`config.mk`:
```
export PLATFORM = sky130hd
export DESIGN_NAME = div_seq
export DESIGN_NICKNAME = d
export VERILOG_FILES = /design/src/rtl/div_seq.sv
export SDC_FILE = /design/constraint.sdc
export NUM_CORES = 1
export LEC_CHECK = 0
export BUFFER_PORTS_ARGS = -buffer_cell sky130_fd_sc_hd__clkbuf_2
export CAP_MARGIN = 0
export CORE_UTILIZATION = 47
export CTS_CLUSTER_DIAMETER = 30
export DETAILED_ROUTE_END_ITERATION = 8
export GPL_ROUTABILITY_DRIVEN = 0
export PLACE_DENSITY = 0.75
export SKIP_LAST_GASP = 1
export SLEW_MARGIN = 40
export SYNTH_ARGS = -nofsm -noshare
export SYNTH_HDL_FRONTEND = slang
export SYNTH_SLANG_ARGS = --single-unit
```
`constraint.sdc`:
```
create_clock -name clk -period 2.35 [get_ports clk]
set_input_delay 0.235 -clock clk [delete_from_list [all_inputs] [get_ports clk]]
set_output_delay 0.235 -clock clk [all_outputs]
set_load 0.02 [all_outputs]
```
`src/rtl/div_seq.sv`:
```
// Multi-cycle unsigned restoring divider that borrows the shared execute-stage adder via add_* ports.
// Optional early-out compare state is enabled with `define DIV_SHORTCUT_EN.
module div_seq #(
    parameter int WIDTH = 32
) (
    input  logic             clk,
    input  logic             rst,
    input  logic             start,
    output logic             ready,
    input  logic [WIDTH-1:0] dividend,
    input  logic [WIDTH-1:0] divisor,
    output logic             valid_out,
    input  logic             out_ready,
    output logic [WIDTH-1:0] quotient,
    output logic [WIDTH-1:0] remainder,
    output logic             div_by_zero,
    output logic [WIDTH-1:0] add_a,
    output logic [WIDTH-1:0] add_b,
    output logic [1:0]       add_ctrl,
    input  logic [WIDTH-1:0] add_result,
    input  logic [1:0]       add_flag
);

    localparam int CW = $clog2(WIDTH);
    localparam logic [CW-1:0] CNT_INIT = CW'(WIDTH - 1);
    localparam logic [CW-1:0] CNT_ZERO = {CW{1'b0}};
    localparam logic [CW-1:0] CNT_ONE  = {{(CW-1){1'b0}}, 1'b1};

    localparam logic [1:0] ST_IDLE  = 2'd0;
    localparam logic [1:0] ST_ITER  = 2'd1;
    localparam logic [1:0] ST_DONE  = 2'd2;
`ifdef DIV_SHORTCUT_EN
    localparam logic [1:0] ST_CHECK = 2'd3;
    localparam logic [1:0] OP_CMP   = 2'b10;
`endif

    localparam logic [1:0] OP_ADD = 2'b00;
    localparam logic [1:0] OP_SUB = 2'b01;

    logic [1:0]       state_q, state_d;
    logic [WIDTH-1:0] r_q, r_d;
    logic [WIDTH-1:0] q_q, q_d;
    logic [WIDTH-1:0] dvs_q, dvs_d;
    logic [CW-1:0]    cnt_q, cnt_d;
    logic [WIDTH-1:0] quot_q, quot_d;
    logic [WIDTH-1:0] rem_q, rem_d;
    logic             dbz_q, dbz_d;
    logic             ready_q, ready_d;
    logic             valid_q, valid_d;

    logic [WIDTH-1:0] shift_s;
    logic             msb_s;
    logic             ge_s;
    logic [WIDTH-1:0] r_iter_s;
    logic [WIDTH-1:0] q_iter_s;

    // Partial-remainder step: a bit shifted out of R means S already exceeds any divisor.
    always_comb begin
        shift_s  = {r_q[WIDTH-2:0], q_q[WIDTH-1]};
        msb_s    = r_q[WIDTH-1];
        ge_s     = msb_s | add_flag[0] | add_flag[1];
        q_iter_s = {q_q[WIDTH-2:0], ge_s};
        if (ge_s) begin
            r_iter_s = add_result;
        end else begin
            r_iter_s = shift_s;
        end
    end

    // Shared adder request, idle-encoded outside the arithmetic states.
    always_comb begin
        add_a    = {WIDTH{1'b0}};
        add_b    = {WIDTH{1'b0}};
        add_ctrl = OP_ADD;
        case (state_q)
            ST_ITER: begin
                add_a    = shift_s;
                add_b    = dvs_q;
                add_ctrl = OP_SUB;
            end
`ifdef DIV_SHORTCUT_EN
            ST_CHECK: begin
                add_a    = q_q;
                add_b    = dvs_q;
                add_ctrl = OP_CMP;
            end
`endif
            default: begin
                add_a    = {WIDTH{1'b0}};
                add_b    = {WIDTH{1'b0}};
                add_ctrl = OP_ADD;
            end
        endcase
    end

    // Sequencer next-state and datapath register updates.
    always_comb begin
        state_d = state_q;
        r_d     = r_q;
        q_d     = q_q;
        dvs_d   = dvs_q;
        cnt_d   = cnt_q;
        quot_d  = quot_q;
        rem_d   = rem_q;
        dbz_d   = dbz_q;
        case (state_q)
            ST_IDLE: begin
                if (start) begin
                    q_d   = dividend;
                    dvs_d = divisor;
                    r_d   = {WIDTH{1'b0}};
                    cnt_d = CNT_INIT;
                    if (divisor == {WIDTH{1'b0}}) begin
                        state_d = ST_DONE;
                        quot_d  = {WIDTH{1'b1}};
                        rem_d   = dividend;
                        dbz_d   = 1'b1;
                    end else begin
`ifdef DIV_SHORTCUT_EN
                        state_d = ST_CHECK;
`else
                        state_d = ST_ITER;
`endif
                    end
                end else begin
                    state_d = ST_IDLE;
                end
            end
`ifdef DIV_SHORTCUT_EN
            ST_CHECK: begin
                if (add_flag == 2'b00) begin
                    state_d = ST_DONE;
                    quot_d  = {WIDTH{1'b0}};
                    rem_d   = q_q;
                    dbz_d   = 1'b0;
                end else begin
                    state_d = ST_ITER;
                end
            end
`endif
            ST_ITER: begin
                r_d = r_iter_s;
                q_d = q_iter_s;
                if (cnt_q == CNT_ZERO) begin
                    state_d = ST_DONE;
                    quot_d  = q_iter_s;
                    rem_d   = r_iter_s;
                    dbz_d   = 1'b0;
                end else begin
                    cnt_d = cnt_q - CNT_ONE;
                end
            end
            ST_DONE: begin
                if (out_ready) begin
                    state_d = ST_IDLE;
                end else begin
                    state_d = ST_DONE;
                end
            end
            default: begin
                state_d = ST_IDLE;
            end
        endcase
        ready_d = (state_d == ST_IDLE);
        valid_d = (state_d == ST_DONE);
    end

    // State and result registers with synchronous reset.
    always_ff @(posedge clk) begin
        if (rst) begin
            state_q <= ST_IDLE;
            r_q     <= {WIDTH{1'b0}};
            q_q     <= {WIDTH{1'b0}};
            dvs_q   <= {WIDTH{1'b0}};
            cnt_q   <= CNT_ZERO;
            quot_q  <= {WIDTH{1'b0}};
            rem_q   <= {WIDTH{1'b0}};
            dbz_q   <= 1'b0;
            ready_q <= 1'b1;
            valid_q <= 1'b0;
        end else begin
            state_q <= state_d;
            r_q     <= r_d;
            q_q     <= q_d;
            dvs_q   <= dvs_d;
            cnt_q   <= cnt_d;
            quot_q  <= quot_d;
            rem_q   <= rem_d;
            dbz_q   <= dbz_d;
            ready_q <= ready_d;
            valid_q <= valid_d;
        end
    end

    assign ready       = ready_q;
    assign valid_out   = valid_q;
    assign quotient    = quot_q;
    assign remainder   = rem_q;
    assign div_by_zero = dbz_q;

endmodule
```
======== After elaboration in Yosys (flattened, before gate mapping) ========
Index checks and enable logic that the tools add are counted.
storage, ports and cells
  word-level logic and storage cells ...... 57
  bits of input ports ..................... 102
  output and inout bits ................... 133
  register bits after elaboration ......... 170
operators by class
  bitwise logic cells ..................... 2
  reduce and logical (&&, ||, !) cells .... 9
  eq/ne operators ......................... 7
  add/sub/neg operators ................... 1
  muxes and demuxes ....................... 28
operator list
  operator                                                                number
  32-bit 2-to-1 mux                                                       11
  32-bit one-hot mux with 2 select lines                                  4
  32-bit logical NOT                                                      1
  5-bit 2-to-1 mux                                                        2
  5-bit one-hot mux with 2 select lines                                   1
  2-bit 2-to-1 mux                                                        4
  2-bit != test (second input constant)                                   4
  2-bit one-hot mux with 3 select lines                                   1
  5-bit logical NOT                                                       1
  5-bit by 1-bit subtractor with 5-bit output (second input constant)     1
  2-bit equality test (second input constant)                             2
  2-bit logical NOT                                                       2
  1-bit 2-to-1 mux                                                        4
  2-bit AND reduction                                                     2
  4-bit AND reduction                                                     1
  3-bit AND reduction                                                     1
  2-bit by 1-bit equality test with 1-bit output (second input constant)  1
  1-bit bitwise OR                                                        2
  1-bit one-hot mux with 2 select lines                                   1
  2-bit nonzero test                                                      1

======== Logic depth before layout (Yosys ltp) ========
Gate-level depths: netlist (run 1).
  depth in word-level cells ............... 5
  mapped depth ............................ 10
  mapped depth without buffers ............ 7

======== Worst setup path after synthesis (run 1) ========
OpenSTA, ideal clock, no wires.
  path type ............................... register to register
  start ................................... register cnt_q[0]
  end ..................................... register rem_q[10], in the netlist remainder[10]
  data arrival time ....................... 1.907 ns
  setup slack ............................. 0.320 ns
  data required time ...................... 2.227 ns
  clock period less this slack ............ 2.030 ns
  setup time .............................. 0.123 ns
  cell stages (with the launch flop) ...... 11
  path buffers ............................ 3
  path through ............................ dfxtp_1 -> inv_1 -> ha_1 -> or4b_4 -> or2_1 -> buf_6 -> nand2_4 -> and2_1 -> buf_6 -> clkbuf_2 -> o21ai_0
between the ends
  word-level cells in the longest chain between the ends .. 3
ends and longest elaborated chain
  element                               RTL line  source
  start: declaration                    44        logic [CW-1:0] cnt_q, cnt_d;
  start signal: assignment              186       cnt_q <= cnt_d;
  5-bit logical NOT                     144       if (cnt_q == CNT_ZERO) begin
  2-bit != test (no source line)        n/a
  4-bit AND reduction (no source line)  n/a
  end signal: assignment                177       rem_q <= {WIDTH{1'b0}};
  end signal: assignment                188       rem_q <= rem_d;
  end: declaration                      46        logic [WIDTH-1:0] rem_q, rem_d;
No other way between the ends.
A chain may end at the register's enable or synchronous reset.

======== Final worst setup path (run 1) ========
  start ................................... register cnt_q[0]
  end ..................................... register quot_q[20], in the netlist quotient[20]
between the ends
  word-level cells in the longest chain between the ends .. 3
ends and longest elaborated chain
  element                               RTL line  source
  5-bit logical NOT                     144
  2-bit != test (no source line)        n/a
  4-bit AND reduction (no source line)  n/a
  end signal: assignment                176       quot_q <= {WIDTH{1'b0}};
  end signal: assignment                187       quot_q <= quot_d;
  end: declaration                      45        logic [WIDTH-1:0] quot_q, quot_d;
No other way between the ends.

==> results.sh, run 1 <==
export IMPL_status="completed"
export IMPL_n_fill_cell=1352
export IMPL_synth_seq_cells=170
export IMPL_rsz0062_at_grt="no"
export IMPL_postRouteWirelength_um=21000
export IMPL_critPathKind="register to register"
export IMPL_slew_headroom_pct=55.5
export IMPL_cts_buffer_depth=2
export IMPL_wl_met3_um=1640
export IMPL_post_route_period_util_pct=94.7
export IMPL_routedWlPerCell_um=16.3
export IMPL_remaining_drc_errors=0
export IMPL_dp_cells=1257
export IMPL_slew_viol_final=0
export IMPL_hold_viol_final=0
export IMPL_fin_ws_ns=0.125
export IMPL_fp_dieW_um=126
export IMPL_cts_htree_levels=4
export IMPL_top_layer="met4"
export IMPL_skew_ns=0.00820
export IMPL_cp_required_ns=2.71
export IMPL_start_util_pct=49.0
export IMPL_route_met2_wl_um=9560
export IMPL_post_dp_hpwl_um=14400
export IMPL_p_leak_nw=4.00
export IMPL_arrival_ns=2.59
export IMPL_ir_drop_v=0.000539
export IMPL_cp_start_kind="register"
export IMPL_cts_tree="built"
export IMPL_clock_tree_root_cell="clkbuf_16"
export IMPL_hold_path_class="primary input to register"
export IMPL_syn_area_um2=7230
export IMPL_setup_violations=0
export IMPL_cp_slowest_cell="or4b_4"
export IMPL_post_cts_buffers=0
export IMPL_core_area_um2=14800
export IMPL_register_area_um2=3400
export IMPL_clock_sinks=170
export IMPL_tightest_slew_ns=0.668
export IMPL_cp_end_kind="register"
export IMPL_finalNonFillerCells=1288
export IMPL_pre_cts_ws_ns=0.147
export IMPL_grt_total_usage_pct=26.3
export IMPL_drt_iter0_drc=719
export IMPL_synth_seq_area_share_pct=47.1
export IMPL_via_count=7075
export IMPL_fin_util_pct=61.4
export IMPL_fin_crit_ns=2.23
export IMPL_p_total_mw=7.47
export IMPL_r2r_slack_ns=0.12
export IMPL_synth_fp_nets=1004
export IMPL_syn_area_per_cell_um2=8.03
export IMPL_vias_per_cell=5.49
export IMPL_antenna_found_initial=0
export IMPL_num_nets_final=1196
export IMPL_drive_gt1_share_pct=29.6
export IMPL_std_cell_rows=44
export IMPL_diodes=0
export IMPL_synth_cell_types=36
export IMPL_clkTransAtPathRegs_ns=0.06
export IMPL_r2r_cells=8
export IMPL_cts_buffers=17
export IMPL_timing_rr_start="cnt_q[0]$_SDFFE_PP0P_"
export IMPL_wl_met1_um=9570
export IMPL_syn_to_final_growth_pct=25.4
export IMPL_fin_setup_tns_ns=0
export IMPL_ios=235
export IMPL_yosys_warnings=0
export IMPL_multi_input_area_um2=3470
export IMPL_drt_first_pass_iters=5
export IMPL_grt_max_degree=80
export IMPL_ant_nets=0
export IMPL_path_max_fanout=32
export IMPL_cpPeakStageDelay_ns=0.48
export IMPL_powerDensity_nw_per_um2=824
export IMPL_max_cap_viol_count=0
export IMPL_gr_total_overflow=0
export IMPL_insertion_delay_ns=0.42
export IMPL_crit_chain="inv_1 -> ha_1 -> or4b_4 -> or2_1 -> nand2_4 -> and2_2 -> buf_12 -> o221a_2"
export IMPL_fmax_mhz=449
export IMPL_grt_pass1_wl_um=33300
export IMPL_cp_endpoint="quotient[20]$_SDFFE_PP0P_"
export IMPL_synthCells=900
export IMPL_worstSetupStartpoint="cnt_q[0]$_SDFFE_PP0P_"
export IMPL_die_area_um2=15900
export IMPL_chipHeight_um=126
export IMPL_r2r_end="quotient[20]$_SDFFE_PP0P_"
export IMPL_grt_pass1_vias=6274
export IMPL_port_buffers=233
## stage by stage
stage	area, um2	hold WS (ns)
floorplan	7230	0.371
global placement	8480	0.437
detailed placement	8480	0.442
CTS	9050	0.0287
global route	9060	0.0398
finish	9060	0.0457
## sequential cells by signal, summed over array words and instances, names as in the netlist
name and cells:
q_q 32, valid_out 1, cnt_q 5, remainder 32
div_by_zero 1, ready 1, quotient 32, dvs_q 32
state_q 2, r_q 32
## timing repair
action / in CTS / in global routing
hold buffers: 0 / 0
gates resized for setup: 0 / 1
endpoints found under the setup margin: 0 / 1
## where the power goes
part / total [mW] / internal (mW) / switching, mW / leakage, nW
registers: 3.33 / 3.14 / 0.188 / 1.39
clock network: 2.72 / 1.59 / 1.13 / 0.272
logic: 1.42 / 0.503 / 0.917 / 2.34
## area by class of cell
class,instances,area share (%)
clock buffers,20,4.93
clock inverters,11,1.37
flip-flops and latches,170,37.6
repair buffers,255,15.2
well taps,184,2.54
multi-input cells,644,38.3
inverters,4,0.166
## how the worst min path moves through the flow
stage                              to              startpoint  depth (start not counted)  slack (ns)
2_1_floorplan   dvs_q[0]$_SDFFE_PP0P_              divisor[0]                          2        0.37
3_5_place_dp    dvs_q[6]$_SDFFE_PP0P_   dvs_q[6]$_SDFFE_PP0P_                          2        0.44
5_1_grt         dvs_q[6]$_SDFFE_PP0P_              divisor[6]                          3        0.04
6_report        dvs_q[6]$_SDFFE_PP0P_              divisor[6]                          3        0.05
4_1_cts         dvs_q[6]$_SDFFE_PP0P_              divisor[6]                          3        0.03
3_3_place_gp   dvs_q[13]$_SDFFE_PP0P_  dvs_q[13]$_SDFFE_PP0P_                          2        0.44
## cell families after synthesis
| family | after synthesis | share of synthesized area [%] |
|---|---|---|
| and+or+nand+nor | 350 | 21.8 |
| buffers and inverters | 86 | 5.23 |
| adders and majority gates | 2 | 0.346 |
| xor gates and xnor gates | 3 | 0.364 |
| DFF | 170 | 47.1 |
| AOI/OAI and AO/OA | 275 | 23.3 |
| muxes | 13 | 1.80 |
| other | 1 | 0.0519 |
## placed cells by master, fill, tap and decap left out, types with 3 or more instances in the layout
cell        netlist  layout
clkbuf_16         0      17
buf_12            0       3
clkinv_2          0       3
a211oi_1         37      37
nand4_1           3       3
nand3_1          14      14
nand2_1         138     137
clkinv_4          0       3
nor4_1            9       9
buf_4             3      19
clkinvlp_4        0       3
dfxtp_1         170     170
o221a_2          32      32
mux2i_1          13      13
and2_1           66      65
nor3_1           17      16
a21oi_1         161     161
nor2_1           96      95
clkbuf_2          1     232
o21ai_0          40      40
## routing by layer
| metal | global-route usage, % | up-vias |
|---|---|---|
| met4 | 7.44 | 0 |
| li1 | - | 3490 |
| met2 | 39.3 | 287 |
| met1 | 37.2 | 3277 |
| met3 | 7.14 | 21 |
| met5 | 0 | - |
## worst max-delay path, delay by kind of cell (launching register included)
| family | cells | cell delay (ns) |
|---|---|---|
| compound gates | 1 | 0.22 |
| buf+inv | 2 | 0.32 |
| fa+ha+maj | 1 | 0.15 |
| simple gates | 4 | 1.15 |
| flops | 1 | 0.33 |
## cell usage after synthesis
master | count | area, um2
o31a_1 | 2 | 17.5
conb_1 | 1 | 3.75
nand2_4 | 1 | 11.3
ha_1 | 2 | 25.0
inv_1 | 3 | 11.3
o21ai_1 | 1 | 5.00
clkbuf_1 | 67 | 251
nor2_1 | 96 | 360
and2_1 | 66 | 413
buf_6 | 5 | 56.3
mux2i_1 | 13 | 130
xnor2_1 | 1 | 8.76
clkinv_1 | 1 | 3.75
or2_1 | 1 | 6.26
or3_1 | 1 | 6.26
o221a_2 | 32 | 360
a311oi_1 | 1 | 8.76
a21oi_1 | 161 | 806
a211oi_1 | 37 | 278
buf_2 | 4 | 20.0
buf_4 | 3 | 22.5
xor2_1 | 2 | 17.5
nand2b_1 | 1 | 6.26
or4b_4 | 1 | 13.8
nor4_1 | 9 | 56.3
nand4_1 | 3 | 18.8
nand2_1 | 138 | 518
o211ai_1 | 1 | 7.51
nand3_1 | 14 | 70.1
or2_2 | 1 | 6.26
nor2b_1 | 1 | 6.26
buf_1 | 2 | 7.51
nor3_1 | 17 | 85.1
clkbuf_2 | 1 | 5.00
o21ai_0 | 40 | 200
dfxtp_1 | 170 | 3400
Note: power is estimated with default switching activity, not from simulation.
==> run 2, diff against run 1 <==
- SLEW_MARGIN: 40 -> 20
- clock period: 2.35 -> 2.6 ns (I/O delays scaled with it)
==> results.sh, run 2 (synthesis gave the netlist of run 1 again) <==
export IMPL_status="completed"
export IMPL_tightest_slew_ns=0.826
export IMPL_insertion_delay_ns=0.43
export IMPL_clock_tree_root_cell="clkbuf_16"
export IMPL_cp_slowest_cell="or4b_4"
export IMPL_ctsHoldBuffers=0
export IMPL_final_common_cell="clkbuf_2"
export IMPL_critPathKind="register to register"
export IMPL_cp_start_kind="register"
export IMPL_vias_per_cell=5.54
export IMPL_path_max_fanout=38
export IMPL_core_area_um2=14800
export IMPL_slew_viol_final=0
export IMPL_gr_total_overflow=0
export IMPL_post_dp_cell_area_um2=8430
export IMPL_std_cell_rows=44
export IMPL_grt_max_degree=74
export IMPL_start_util_pct=49.0
export IMPL_cts_buffers=17
export IMPL_cp_num_buf_inv=2
export IMPL_rsz0062_at_grt="no"
export IMPL_ant_nets=0
export IMPL_hold_viol_final=0
export IMPL_drt_iter0_drc=607
export IMPL_final_area_um2=9050
export IMPL_postRouteWirelength_um=20900
export IMPL_cp_top_family="simple AND/OR/NAND/NOR gates"
export IMPL_grt_pass1_wl_um=33000
export IMPL_remaining_drc_errors=0
export IMPL_num_nets_final=1192
export IMPL_cts_htree_levels=4
export IMPL_fin_setup_tns_ns=0
export IMPL_syn_to_final_growth_pct=25.3
export IMPL_slew_headroom_pct=44.9
export IMPL_hold_path_class="primary input to register"
export IMPL_fin_crit_ns=2.22
export IMPL_crit_chain="inv_1 -> ha_1 -> or4b_4 -> or2_1 -> nand2_4 -> and2_2 -> buf_4 -> o221a_2"
export IMPL_cp_end_kind="register"
export IMPL_via_count=7113
export IMPL_powerDensity_nw_per_um2=768
export IMPL_ir_drop_v=0.000333
export IMPL_chipHeight_um=126
export IMPL_post_cts_buffers=0
export IMPL_post_route_period_util_pct=85.2
export IMPL_cts_buffer_depth=2
export IMPL_final_cell_mix="clkbuf_2 (232), dfxtp_1 (170), a21oi_1 (161)"
export IMPL_port_buffers=233
export IMPL_clock_sinks=170
export IMPL_grt_pass1_vias=6354
export IMPL_cpPeakStageDelay_ns=0.48
export IMPL_post_dp_hpwl_um=14200
export IMPL_max_cap_viol_count=0
export IMPL_grt_total_usage_pct=26.2
export IMPL_cts_resized=0
export IMPL_cp_required_ns=2.96
export IMPL_cts_tree="built"
export IMPL_setup_violations=0
export IMPL_die_area_um2=15900
export IMPL_ios=235
export IMPL_diodes=0
export IMPL_arrival_ns=2.58
export IMPL_antenna_found_initial=0
export IMPL_fp_dieW_um=126
export IMPL_p_leak_nw=4.01
export IMPL_routedWlPerCell_um=16.3
export IMPL_fmax_mhz=451
export IMPL_clkTransAtPathRegs_ns=0.06
export IMPL_drive_gt1_share_pct=29.5
export IMPL_drt_first_pass_iters=5
export IMPL_skew_ns=0.0128
[run 2: cell count changes in the layout (fill, tap and decap cells not counted), moves of 2 or more]
cell,delta
buf_12,-2
bufinv_16,+2
clkinv_2,+2
clkinv_4,-2
clkinvlp_4,-2
[run 2: final cells by class]
cell class | count | area [um2]
clock buffers | 20 | 457
well taps | 184 | 230
repair buffers | 251 | 1320
clock inverters | 12 | 170
inverters | 4 | 15.0
flip-flops and latches | 170 | 3400
multi-input cells | 644 | 3460
fillers | 1398 | 5700
[run 2: final timing paths]
| check | from | endpoint | slack [ns] | cells after the start |
|---|---|---|---|---|
| worst max-delay path | cnt_q[0]$_SDFFE_PP0P_ | quotient[18]$_SDFFE_PP0P_ | 0.38 | 8 |
| worst min-delay path | divisor[17] | dvs_q[17]$_SDFFE_PP0P_ | 0.07 | 3 |
| worst max register to register | cnt_q[0]$_SDFFE_PP0P_ | quotient[18]$_SDFFE_PP0P_ | 0.38 | 8 |
| worst min register to register | dvs_q[17]$_SDFFE_PP0P_ | dvs_q[17]$_SDFFE_PP0P_ | 0.45 | 2 |
[run 2: per-layer routing]
layer / vias up / GRT usage, % / wire, um
met5: - / 0 / 0
met4: 0 / 11.2 / 545
met3: 39 / 6.84 / 1630
met2: 328 / 38.8 / 9370
met1: 3265 / 35.9 / 9350
li1: 3481 / - / -
[run 2: through the flow]
stage	power (mW)	hold WS, ns	setup WS (ns)	cells	util [%]
global route	7.25	0.0654	0.237	1285	61.4
global placement	4.29	0.437	0.462	1253	57.1
detailed placement	4.31	0.442	0.414	1253	57.1
floorplan	3.87	0.396	0.570	900	-
finish	6.96	0.0672	0.384	1285	61.4
CTS	6.98	0.0504	0.379	1285	61.4
[run 2: worst reg2reg max path: cells and delay by family (launching register included)]
family	cells	cell delay, ns
and+or+nand+nor	4	0.98
buffers and inverters	2	0.44
AOI/OAI and AO/OA	1	0.28
DFF	1	0.33
adders and majority gates	1	0.14
[run 2: report_power, final]
part           switching [mW]  internal, mW  total (mW)
clock                    1.02          1.66        2.68
combinational           0.826         0.442        1.27
sequential              0.166          2.84        3.01
total                    2.02          4.94        6.96
==> run 3, diff against run 2 <==
- CELL_PAD_IN_SITES_DETAIL_PLACEMENT: default -> 0
- CELL_PAD_IN_SITES_GLOBAL_PLACEMENT: default -> 2
- CORE_UTILIZATION: 47 -> 30
- PLACE_DENSITY: 0.75 -> 0.84
==> results.sh, run 3 (synthesis gave the netlist of run 1 again) <==
export IMPL_status="completed"
export IMPL_postRouteWirelength_um=24200
export IMPL_max_cap_viol_count=0
export IMPL_post_cts_buffers=0
export IMPL_rsz0062_at_grt="no"
export IMPL_drive_gt1_share_pct=29.9
export IMPL_antenna_found_initial=1
export IMPL_ant_nets=0
export IMPL_gr_total_overflow=0
export IMPL_setup_violations=0
export IMPL_pre_cts_ws_ns=0.219
export IMPL_fp_dieW_um=157
export IMPL_post_dp_cell_area_um2=8610
export IMPL_final_area_um2=9220
export IMPL_fin_util_pct=39.2
export IMPL_final_cell_mix="clkbuf_2 (232), dfxtp_1 (170), a21oi_1 (161)"
export IMPL_fmax_mhz=417
export IMPL_cts_htree_levels=4
export IMPL_chipHeight_um=157
export IMPL_skew_ns=0.0103
export IMPL_clkTransAtPathRegs_ns=0.07
export IMPL_via_count=6976
export IMPL_grt_pass1_vias=6437
export IMPL_port_buffers=233
export IMPL_cts_tree="built"
export IMPL_ios=235
export IMPL_cp_start_kind="register"
export IMPL_slew_viol_final=0
export IMPL_drt_iter0_drc=460
export IMPL_clock_sinks=170
export IMPL_num_nets_final=1196
export IMPL_routedWlPerCell_um=16.9
export IMPL_grt_total_usage_pct=19.6
export IMPL_remaining_drc_errors=0
export IMPL_std_cell_rows=56
export IMPL_hold_path_class="primary input to register"
export IMPL_final_common_cell="clkbuf_2"
export IMPL_drt_first_pass_iters=5
export IMPL_cp_required_ns=2.97
export IMPL_grt_max_degree=60
export IMPL_fin_ws_ns=0.204
export IMPL_cts_buffer_depth=2
export IMPL_die_area_um2=24700
export IMPL_grt_pass1_wl_um=36800
export IMPL_clock_tree_root_cell="clkbuf_16"
export IMPL_hold_viol_final=0
export IMPL_cts_resized=0
export IMPL_path_max_fanout=41
export IMPL_ir_drop_v=0.000481
export IMPL_critPathKind="register to register"
export IMPL_syn_to_final_growth_pct=27.6
export IMPL_core_area_um2=23500
export IMPL_fin_crit_ns=2.40
export IMPL_arrival_ns=2.76
export IMPL_cp_end_kind="register"
export IMPL_start_util_pct=30.7
export IMPL_powerDensity_nw_per_um2=745
export IMPL_vias_per_cell=4.90
export IMPL_p_leak_nw=4.01
export IMPL_ctsHoldBuffers=0
export IMPL_fin_setup_tns_ns=0
export IMPL_insertion_delay_ns=0.43
export IMPL_p_total_mw=6.87
export IMPL_post_dp_hpwl_um=17100
export IMPL_slew_headroom_pct=53.2
export IMPL_tightest_slew_ns=0.702
export IMPL_post_route_period_util_pct=92.2
export IMPL_cts_buffers=17
==> run 3: cell types whose count changed in the layout (fill, tap and decap cells not counted), sizes merged <==
| cell | change |
|---|---|
| inv | +6 |
| bufinv | -3 |
| diode | +1 |
| buf | +4 |
| clkbuf | -3 |
==> run 3: path summary, 6_finish.rpt <==
check             depth (start not counted)  slack (ns)                    from                       end
setup / recovery                          8        0.20   cnt_q[0]$_SDFFE_PP0P_  quotient[1]$_SDFFE_PP0P_
hold / removal                            3        0.06              divisor[7]     dvs_q[7]$_SDFFE_PP0P_
setup reg to reg                          8        0.20   cnt_q[0]$_SDFFE_PP0P_  quotient[1]$_SDFFE_PP0P_
hold reg to reg                           2        0.45  dvs_q[13]$_SDFFE_PP0P_    dvs_q[13]$_SDFFE_PP0P_
==> run 3: final cells by class <==
cell class,count,area [um2]
timing repair buffer,255,1330
multi-input combinational,644,3460
sequential,170,3400
antenna,1,2.50
clock buffer,17,425
tap,319,399
clock inverter,15,178
inverter,4,15.0
fill,2547,14300
==> run 3: power by group <==
| group | switching (mW) | internal (mW) |
|---|---|---|
| logic | 0.844 | 0.441 |
| clock network | 1.21 | 1.38 |
| registers | 0.158 | 2.84 |
==> run 3: metrics by stage <==
stage	cells	hold slack, ns
2_1_floorplan	900	0.396
3_3_place_gp	1392	0.438
3_5_place_dp	1392	0.442
4_1_cts	1424	0.0355
5_1_grt	1425	0.0599
6_report	1425	0.0624
==> run 3: routing by layer <==
metal | share of wire (%) | GRT usage (%) | vias to the layer above
met5 | 0 | 0 | -
met4 | 2.6 | 7.30 | 0
li1 | - | - | 3505
met3 | 6.7 | 4.96 | 30
met2 | 45 | 29.2 | 224
met1 | 46 | 27.0 | 3217
==> run 3: critical path: stages (launching register included) <==
cell and delay, ns:
dfxtp_1 0.34, inv_1 0.09, ha_1 0.13, or4b_4 0.48, or2_1 0.27, nand2_4 0.19
and2_2 0.18, buf_4 0.37, o221a_2 0.26
